### src/rtl/multi_port_regfile_pkg.sv
// regfile_pkg: shared defaults and sizing/slicing helpers for the multi-port register file.
package regfile_pkg;
    localparam int XLEN_DEF = 32;
    localparam int DEPTH_DEF = 32;
    localparam int NREAD_DEF = 2;

    function automatic int addr_width(input int depth);
        return depth > 1 ? $clog2(depth) : 1;
    endfunction

    // Low bit of port `port` inside a packed bus of `width`-bit fields.
    function automatic int slice_lo(input int port, input int width);
        return port * width;
    endfunction
endpackage

### src/rtl/multi_port_regfile_if.sv
// multi_port_regfile_if: read, writeback and reservation signals of the register file.
interface multi_port_regfile_if
    import regfile_pkg::*;
#(
    parameter int XLEN = XLEN_DEF,
    parameter int DEPTH = DEPTH_DEF,
    parameter int NREAD = NREAD_DEF,
    parameter int AW = addr_width(DEPTH)
);
    logic [NREAD-1:0] readEn;
    logic [NREAD*AW-1:0] readAddr;
    logic [NREAD*XLEN-1:0] readData;
    logic [NREAD-1:0] readBusy;
    logic wrEn0;
    logic wrEn1;
    logic [AW-1:0] wrAddr0;
    logic [AW-1:0] wrAddr1;
    logic [XLEN-1:0] wrData0;
    logic [XLEN-1:0] wrData1;
    logic reserveEn;
    logic [AW-1:0] reserveAddr;
    logic flush;

    modport master (
        output readEn, readAddr, wrEn0, wrEn1, wrAddr0, wrAddr1, wrData0, wrData1,
               reserveEn, reserveAddr, flush,
        input  readData, readBusy
    );

    modport slave (
        input  readEn, readAddr, wrEn0, wrEn1, wrAddr0, wrAddr1, wrData0, wrData1,
               reserveEn, reserveAddr, flush,
        output readData, readBusy
    );
endinterface

### src/rtl/multi_port_regfile_scoreboard.sv
// regfile_scoreboard: busy bit per register for issue-stage hazard checks.
module regfile_scoreboard
    import regfile_pkg::*;
#(
    parameter int DEPTH = DEPTH_DEF,
    parameter int NREAD = NREAD_DEF,
    parameter int ZERO_REG = 1,
    localparam int AW = addr_width(DEPTH)
) (
    input  logic clk,
    input  logic rst_n,
    input  logic wr_en0,
    input  logic [AW-1:0] wr_addr0,
    input  logic wr_en1,
    input  logic [AW-1:0] wr_addr1,
    input  logic reserve_en,
    input  logic [AW-1:0] reserve_addr,
    input  logic flush,
    input  logic [NREAD*AW-1:0] read_addr,
    output logic [NREAD-1:0] read_busy
);
    logic [DEPTH-1:0] busy;
    logic [DEPTH-1:0] nxt;
    logic res;

    assign res = reserve_en && !(ZERO_REG != 0 && reserve_addr == '0);

    // Later assignments win: reservation beats retire clear, flush beats everything.
    always_comb begin
        nxt = busy;
        if (wr_en0) nxt[wr_addr0] = 1'b0;
        if (wr_en1) nxt[wr_addr1] = 1'b0;
        if (res) nxt[reserve_addr] = 1'b1;
        if (flush) nxt = '0;
    end

    always_ff @(posedge clk or negedge rst_n) begin
        if (!rst_n) busy <= '0;
        else busy <= nxt;
    end

    for (genvar g = 0; g < NREAD; g++) begin : g_busy
        logic [AW-1:0] ra;
        assign ra = read_addr[slice_lo(g, AW) +: AW];
        assign read_busy[g] = busy[ra] && !(ZERO_REG != 0 && ra == '0);
    end
endmodule

### src/rtl/multi_port_regfile.sv
// multi_port_regfile: two-write, NREAD-read register file with write-first bypass
// into registered read ports and an integrated busy-bit scoreboard.
module multi_port_regfile
    import regfile_pkg::*;
#(
    parameter int XLEN = XLEN_DEF,
    parameter int DEPTH = DEPTH_DEF,
    parameter int NREAD = NREAD_DEF,
    parameter int ZERO_REG = 1
) (
    input logic clk,
    input logic rst_n,
    multi_port_regfile_if.slave bus
);
    localparam int AW = addr_width(DEPTH);

    logic [XLEN-1:0] mem [DEPTH];
    logic w0;
    logic w1;

    assign w0 = bus.wrEn0 && !(ZERO_REG != 0 && bus.wrAddr0 == '0);
    assign w1 = bus.wrEn1 && !(ZERO_REG != 0 && bus.wrAddr1 == '0);

    // Lane 1 is written last so it wins an address collision.
    always_ff @(posedge clk or negedge rst_n) begin
        if (!rst_n) begin
            for (int i = 0; i < DEPTH; i++) mem[i] <= '0;
        end else begin
            if (w0) mem[bus.wrAddr0] <= bus.wrData0;
            if (w1) mem[bus.wrAddr1] <= bus.wrData1;
        end
    end

    for (genvar g = 0; g < NREAD; g++) begin : g_rd
        logic [AW-1:0] ra;
        logic [XLEN-1:0] nxt;
        logic [XLEN-1:0] q;
        assign ra = bus.readAddr[slice_lo(g, AW) +: AW];
        always_comb
            nxt = (ZERO_REG != 0 && ra == '0) ? '0 :
                  (w1 && bus.wrAddr1 == ra) ? bus.wrData1 :
                  (w0 && bus.wrAddr0 == ra) ? bus.wrData0 : mem[ra];
        always_ff @(posedge clk or negedge rst_n) begin
            if (!rst_n) q <= '0;
            else if (bus.readEn[g]) q <= nxt;
        end
        assign bus.readData[slice_lo(g, XLEN) +: XLEN] = q;
    end

    regfile_scoreboard #(
        .DEPTH(DEPTH),
        .NREAD(NREAD),
        .ZERO_REG(ZERO_REG)
    ) u_sb (
        .clk(clk),
        .rst_n(rst_n),
        .wr_en0(bus.wrEn0),
        .wr_addr0(bus.wrAddr0),
        .wr_en1(bus.wrEn1),
        .wr_addr1(bus.wrAddr1),
        .reserve_en(bus.reserveEn),
        .reserve_addr(bus.reserveAddr),
        .flush(bus.flush),
        .read_addr(bus.readAddr),
        .read_busy(bus.readBusy)
    );
endmodule
### src/flat_wrapper.sv
// flat-port wrapper written by rule: the top's interface ports become plain ports
module multi_port_regfile_flat import regfile_pkg::*;
#(
    parameter int XLEN = XLEN_DEF,
    parameter int DEPTH = DEPTH_DEF,
    parameter int NREAD = NREAD_DEF,
    parameter int ZERO_REG = 1
)
  (clk, rst_n, bus_readEn, bus_readAddr, bus_wrEn0, bus_wrEn1, bus_wrAddr0, bus_wrAddr1, bus_wrData0, bus_wrData1, bus_reserveEn, bus_reserveAddr, bus_flush, bus_readData, bus_readBusy);
  multi_port_regfile_if #(.XLEN(XLEN), .DEPTH(DEPTH), .NREAD(NREAD)) bus_i ();
  input logic clk;
  input logic rst_n;
  input wire logic [$bits(bus_i.readEn)-1:0] bus_readEn;
  input wire logic [$bits(bus_i.readAddr)-1:0] bus_readAddr;
  input wire logic [$bits(bus_i.wrEn0)-1:0] bus_wrEn0;
  input wire logic [$bits(bus_i.wrEn1)-1:0] bus_wrEn1;
  input wire logic [$bits(bus_i.wrAddr0)-1:0] bus_wrAddr0;
  input wire logic [$bits(bus_i.wrAddr1)-1:0] bus_wrAddr1;
  input wire logic [$bits(bus_i.wrData0)-1:0] bus_wrData0;
  input wire logic [$bits(bus_i.wrData1)-1:0] bus_wrData1;
  input wire logic [$bits(bus_i.reserveEn)-1:0] bus_reserveEn;
  input wire logic [$bits(bus_i.reserveAddr)-1:0] bus_reserveAddr;
  input wire logic [$bits(bus_i.flush)-1:0] bus_flush;
  output wire logic [$bits(bus_i.readData)-1:0] bus_readData;
  output wire logic [$bits(bus_i.readBusy)-1:0] bus_readBusy;
  assign bus_i.readEn = bus_readEn;
  assign bus_i.readAddr = bus_readAddr;
  assign bus_i.wrEn0 = bus_wrEn0;
  assign bus_i.wrEn1 = bus_wrEn1;
  assign bus_i.wrAddr0 = bus_wrAddr0;
  assign bus_i.wrAddr1 = bus_wrAddr1;
  assign bus_i.wrData0 = bus_wrData0;
  assign bus_i.wrData1 = bus_wrData1;
  assign bus_i.reserveEn = bus_reserveEn;
  assign bus_i.reserveAddr = bus_reserveAddr;
  assign bus_i.flush = bus_flush;
  assign bus_readData = bus_i.readData;
  assign bus_readBusy = bus_i.readBusy;
  multi_port_regfile #(.XLEN(XLEN), .DEPTH(DEPTH), .NREAD(NREAD), .ZERO_REG(ZERO_REG)) u_core (.clk(clk), .rst_n(rst_n), .bus(bus_i));
endmodule
### config.mk
export PLATFORM = sky130hd
export DESIGN_NAME = multi_port_regfile_flat
export DESIGN_NICKNAME = d
export VERILOG_FILES = /design/src/rtl/multi_port_regfile_pkg.sv /design/src/rtl/multi_port_regfile_if.sv /design/src/rtl/multi_port_regfile_scoreboard.sv /design/src/rtl/multi_port_regfile.sv /design/src/flat_wrapper.sv
export SDC_FILE = /design/constraint.sdc
export NUM_CORES = 2
export LEC_CHECK = 0
export CORE_MARGIN = 1
export CORE_UTILIZATION = 45
export CTS_CLUSTER_SIZE = 12
export DETAILED_ROUTE_END_ITERATION = 10
export PLACE_DENSITY_LB_ADDON = 0.08
export SYNTH_ARGS = -nofsm -noshare
export SYNTH_HDL_FRONTEND = slang
export SYNTH_SLANG_ARGS = --single-unit
### constraint.sdc
create_clock -name clk -period 3.3 [get_ports clk]
set_clock_uncertainty 0.05 [all_clocks]
set_input_delay 0.495 -clock clk [delete_from_list [all_inputs] [get_ports clk]]
set_output_delay 0.495 -clock clk [all_outputs]
set_load 0.02 [all_outputs]
; ---- Yosys cells after proc, flatten, opt, wreduce, memory -nomap -nowiden
; Index checks and enable logic that the tools add are counted.
[word_totals]
register_bits = 1120
in_bits = 97
out_inout_bits = 66
[classes]
n_lt_le_gt_ge = 14
eq_ne = 4
n_mux = 34
n_bitwise = 9
reduce_logical = 24
[op_table]
columns = operator, n
row1 = $bwmux W1024, 2
row2 = $mux W1024, 2
row3 = $mux W32, 16
row4 = $bmux W32 S5, 2
row5 = $demux W32 S5, 2
row6 = $and A32 B32 Y32, 2
row7 = $not A32 Y32, 2
row8 = $or A32 B32 Y32, 1
row9 = $lt A5 B6 Y1 const B, 5
row10 = $logic_not A5 Y1, 5
row11 = $ge A6 B6 Y1 const B, 4
row12 = $not A5 Y6, 4
row13 = $eq A5 B5 Y1, 4
row14 = $demux W1 S5, 3
row15 = $ge A5 B1 Y1 const B, 3
row16 = $logic_and A1 B1 Y1, 14
row17 = $lt A6 B1 Y1 const B, 2
row18 = $bmux W1 S5, 2
row19 = $logic_not A1 Y1, 5
row20 = $mux W1, 5

; ---- Logic depth before layout (Yosys ltp)
[depth]
ltp_word = 12
mapped_depth = 11
ltp_nobuf = 6

; ---- Modules after synthesis
; A second synthesis with hierarchy kept.
[hier_totals]
hier_cells = 6663
area_unflattened_um2 = 69611.8
[by_module_without_submodules]
columns = mod, n_inst, cells_each, area_each_um2, seq_area_each_um2
row1 = multi_port_regfile, 1, 6443, 67324.6, 27226.1
row2 = regfile_scoreboard, 1, 220, 2287.2, 800.8

; ---- Worst setup path before layout
; Ideal clock, no wire load.
[synth_timing]
path_kind = input-to-output
start = input port bus_readAddr[5]
end = output port bus_readBusy[1]
arrival_time_ns = 2.274
required_ns = 2.755
path_slack_ns = 0.481
stages = 8
n_path_buf = 4
path_cell_list = buf_2 -> buf_6 -> buf_6 -> buf_4 -> mux4_2 -> o221ai_1 -> o21ai_1 -> mux2_2
[synth_between]
elab_chain_cells = 3
[synth_lines]
columns = element, line_no
row1 = "start, declared", flat_wrapper.sv:14  ; input wire logic [$bits(bus_i.readAddr)-1:0] bus_readAddr;
row2 = $bmux W1 S5 / $logic_not A5 Y1 (equally long branches), multi_port_regfile_scoreboard.sv:45  ; assign read_busy[g] = busy[ra] && !(ZERO_REG != 0 && ra == '0);
row3 = $mux W1 (implied by the code) / $logic_not A1 Y1 (equally long branches), multi_port_regfile_scoreboard.sv:45
row4 = $logic_and A1 B1 Y1 (*), multi_port_regfile_scoreboard.sv:45
row5 = "end, declared", flat_wrapper.sv:25  ; output wire logic [$bits(bus_i.readBusy)-1:0] bus_readBusy;
; Every way passes the cells marked *; elsewhere a longest branch is shown, timed or not. The select of a mux whose other input is x is not followed.

; ---- Final worst setup path
[layout_timing]
start = register u_core.u_sb.busy[31]
end = output port bus_readBusy[1]
[layout_between]
elab_chain_cells = 3
[layout_lines]
columns = element, line_no
row1 = "start, declared", multi_port_regfile_scoreboard.sv:22  ; logic [DEPTH-1:0] busy;
row2 = "start signal, assigned", multi_port_regfile_scoreboard.sv:39  ; else busy <= nxt;
row3 = $bmux W1 S5, multi_port_regfile_scoreboard.sv:45
row4 = $mux W1 (implied by the code), multi_port_regfile_scoreboard.sv:45
row5 = $logic_and A1 B1 Y1, multi_port_regfile_scoreboard.sv:45
; Every way passes these cells. The select of a mux whose other input is x is not followed.

==> results.md <==
* Congestion Overflow GR at 0
* Port Buffers at 162
* Max_cap viols at 0
* Crit Path Category: reg2out
* Crit-path most repeated cell: mux4_2
* P per Cell Area at 592 mW/mm^2
* Pleak at 0.0328 uW
* Critical Path Fanout Max at 3
* Final hold vios at 0
* CP top delay family: multiplexers
* Vias in the first global route at 58,700
* Synthesized flop and latch total at 1,120
* HPWL Detailed at 191 mm
* Status: complete, no violations
* Routed vias/inst at 6.62
* Synth Flop Type: dfrtp_1
* WL met2 at 136 mm
* Core Region at 0.152 mm^2
* CTS Sinks at 1,120
* Final std cells w/o fill at 9,452
* Max frequency at 306 MHz
* Most common cell in the netlist: a21oi_1
* Worst setup EP type: output pin
* Fin Setup TNS at 0 ns
* Placed Cells at 9,203
* Hold WS at 0.158 ns
* Crit path max-delay cell type: mux4_2
* CP required at 2.75 ns
* Unrepaired setup endpoints after global routing: yes
* Worst-Skew Late Latency at 0.78 ns
* Top cells by count, synth: 1,404 x a21oi_1, 1,332 x nor2_1, 1,120 x dfrtp_1
* Startpoint Class: register
* Syn avg cell area at 9.25 um^2
* VDD IR max at 0.509 mV
* Fraction of registers with async set/reset at 100%
* Crit path cell chain: mux4_2 -> mux4_2 -> mux2_4 -> buf_6
* Chip Height at 393 um
* WL per Instance at 33.7 um
* CTS Buffer Depth at 3
* Final ANT Viol Nets at 0
* Routed via count at 62,600
* Root buf cell: clkbuf_16
* Routability Congestion at 0.901
* Largest net degree at the start of global routing at 96
* Initial antenna violation count at 11
* Slew margin rel. at 24.5%
* H-tree levels at 4
* Layout cells sized above 1 at 17.0%
* Worst-path clk slew at 0.06 ns
* Top Metal Used: met5
* Synth area leader: dfrtp_1
* Synth Instances at 7,435
* Synth area leaders: dfrtp_1 41%, mux4_2 13%, a21oi_1 10%
* Ports at 163
* M1 WL at 121 mm
* Syn_nets at 7,532
* Full die area at 0.154 mm^2
* Slew @ Worst Pin at 1.13 ns
* CP bufs+invs at 1
* CP arrival at 2.72 ns
* Number of synthesized flops with an enable pin at 0
* Sequential area share after synthesis at 40.7%
* Number of buffers created by CTS at 139
* Final slew viol count at 0
* Total track usage at 41.0%
* Hold Crit Class: in2reg
* Site Rows at 143
* CTS tree: yes
* Die W at 393 um
* Crit-path max cell delay at 0.50 ns
* Nets at 7,412
* DR pass1 iterations at 6
* Yosys warning count at 0
* Fill cells at 13,800
* Cell variety after synth at 57
* Final period util at 99.0%
* DRC at 0
* Period minus WS final at 3.27 ns
* Iter 0 DRT Violations at 8,829
* Length of routed met3 wiring at 39.5 mm
* Area Overhead vs Synth at 16.0%
* DRT Wirelength at 319 mm
* Post-CTS setup buffers at 0
* First-pass GRT wire length at 446 mm
* Setup Viol. Count Final at 0
* Post-Syn Area at 0.0688 mm^2
* Synth top area share at 40.7%
* Initial Utilization at 45.3%
path summary, 6_finish.rpt:
| check | from | end | slack (ns) | cells after the start |
|---|---|---|---|---|
| worst min register to register | u_core.mem[1003]$_DFF_PN0_ | u_core.mem[1003]$_DFF_PN0_ | 0.34 | 0 |
| max in group asynchronous | rst_n | u_core.mem[973]$_DFF_PN0_ | 1.91 | 4 |
| worst max-delay path | u_core.u_sb.busy[31]$_DFF_PN0_ | bus_readBusy[1] | 0.03 | 4 |
| worst min-delay path | bus_readEn[0] | u_core.g_rd[0].q[27]$_DFFE_PN0P_ | 0.16 | 2 |
| worst max register to register | u_core.mem[265]$_DFF_PN0_ | u_core.g_rd[0].q[9]$_DFFE_PN0P_ | 0.93 | 6 |
| min in group asynchronous | rst_n | u_core.mem[996]$_DFF_PN0_ | 0.19 | 2 |
flip-flops by register name (all words and copies together), names as in the netlist:
register,count
u_core.mem,1024
u_core.g_rd.q,64
u_core.u_sb.busy,32
per-layer routing:
layer  vias to the layer above  GRT usage, %
met5                         -             0
met1                     31000          54.4
li1                      26300             -
met2                      4292          60.1
met4                         4          23.5
met3                       988          11.3
layout make-up:
type | instances | area [um^2] | share of cell area (%)
multi-input cells | 5356 | 37300 | 46.8
flip-flops and latches | 1120 | 28000 | 35.1
repair buffers | 596 | 6850 | 8.58
clock buffers | 201 | 4180 | 5.24
well taps | 2030 | 2540 | 3.18
clock inverters | 42 | 487 | 0.610
inverters | 102 | 388 | 0.486
diodes | 5 | 12.5 | 0.0157
repair_timing:
action                                 CTS  global route
endpoints found under the hold margin   50             0
setup endpoints to repair                1             2
hold buffers                             1             0
resized for setup                        6             2
cell families after synthesis:
group | Yosys count | synth area share [%]
muxes | 1111 | 23.5
and+or+nand+nor | 1978 | 11.2
xor gates and xnor gates | 20 | 0.255
AOI/OAI and AO/OA | 2247 | 18.6
DFF | 1120 | 40.7
buffers and inverters | 959 | 5.70
power by group:
| group | internal (uW) | leakage (uW) | switching [uW] |
|---|---|---|---|
| Sequential | 17100 | 0.0138 | 2790 |
| Combinational | 5830 | 0.0166 | 5560 |
| Clock | 9480 | 0.00232 | 6490 |
stage by stage:
stage	power [uW]	instance area [um^2]	util [%]	setup WS, ns
2_1_floorplan	27000	68800	-	0.481
3_3_place_gp	30800	75100	49.5	0.0528
3_5_place_dp	31200	75100	49.5	0.0438
4_1_cts	47100	79800	52.5	0.000273
5_1_grt	49100	79800	52.5	-0.00142
6_report	47200	79800	52.5	0.0335
worst reg2reg max path, delay by kind of cell, from the launching register on:
family / cells / cell delay, ns
flip-flops: 1 / 0.39
AO/OA/AOI/OAI: 4 / 1.14
multiplexers: 1 / 0.49
buffers and inverters: 1 / 0.15
cells in the final DEF (no fill, tap or decap), types with 65 or more instances in the layout:
master / synthesis / layout
o21ai_0: 436 / 436
buf_4: 22 / 282
mux4_2: 401 / 401
buf_12: 0 / 157
clkbuf_16: 0 / 146
dfrtp_1: 1120 / 1120
a21oi_1: 1404 / 1404
nor2_1: 1332 / 1311
clkdlybuf4s50_1: 0 / 148
o221ai_1: 65 / 65
inv_1: 70 / 65
nand2_1: 549 / 513
mux2i_1: 674 / 674
No activity file was read; power rests on OpenSTA's default activity.
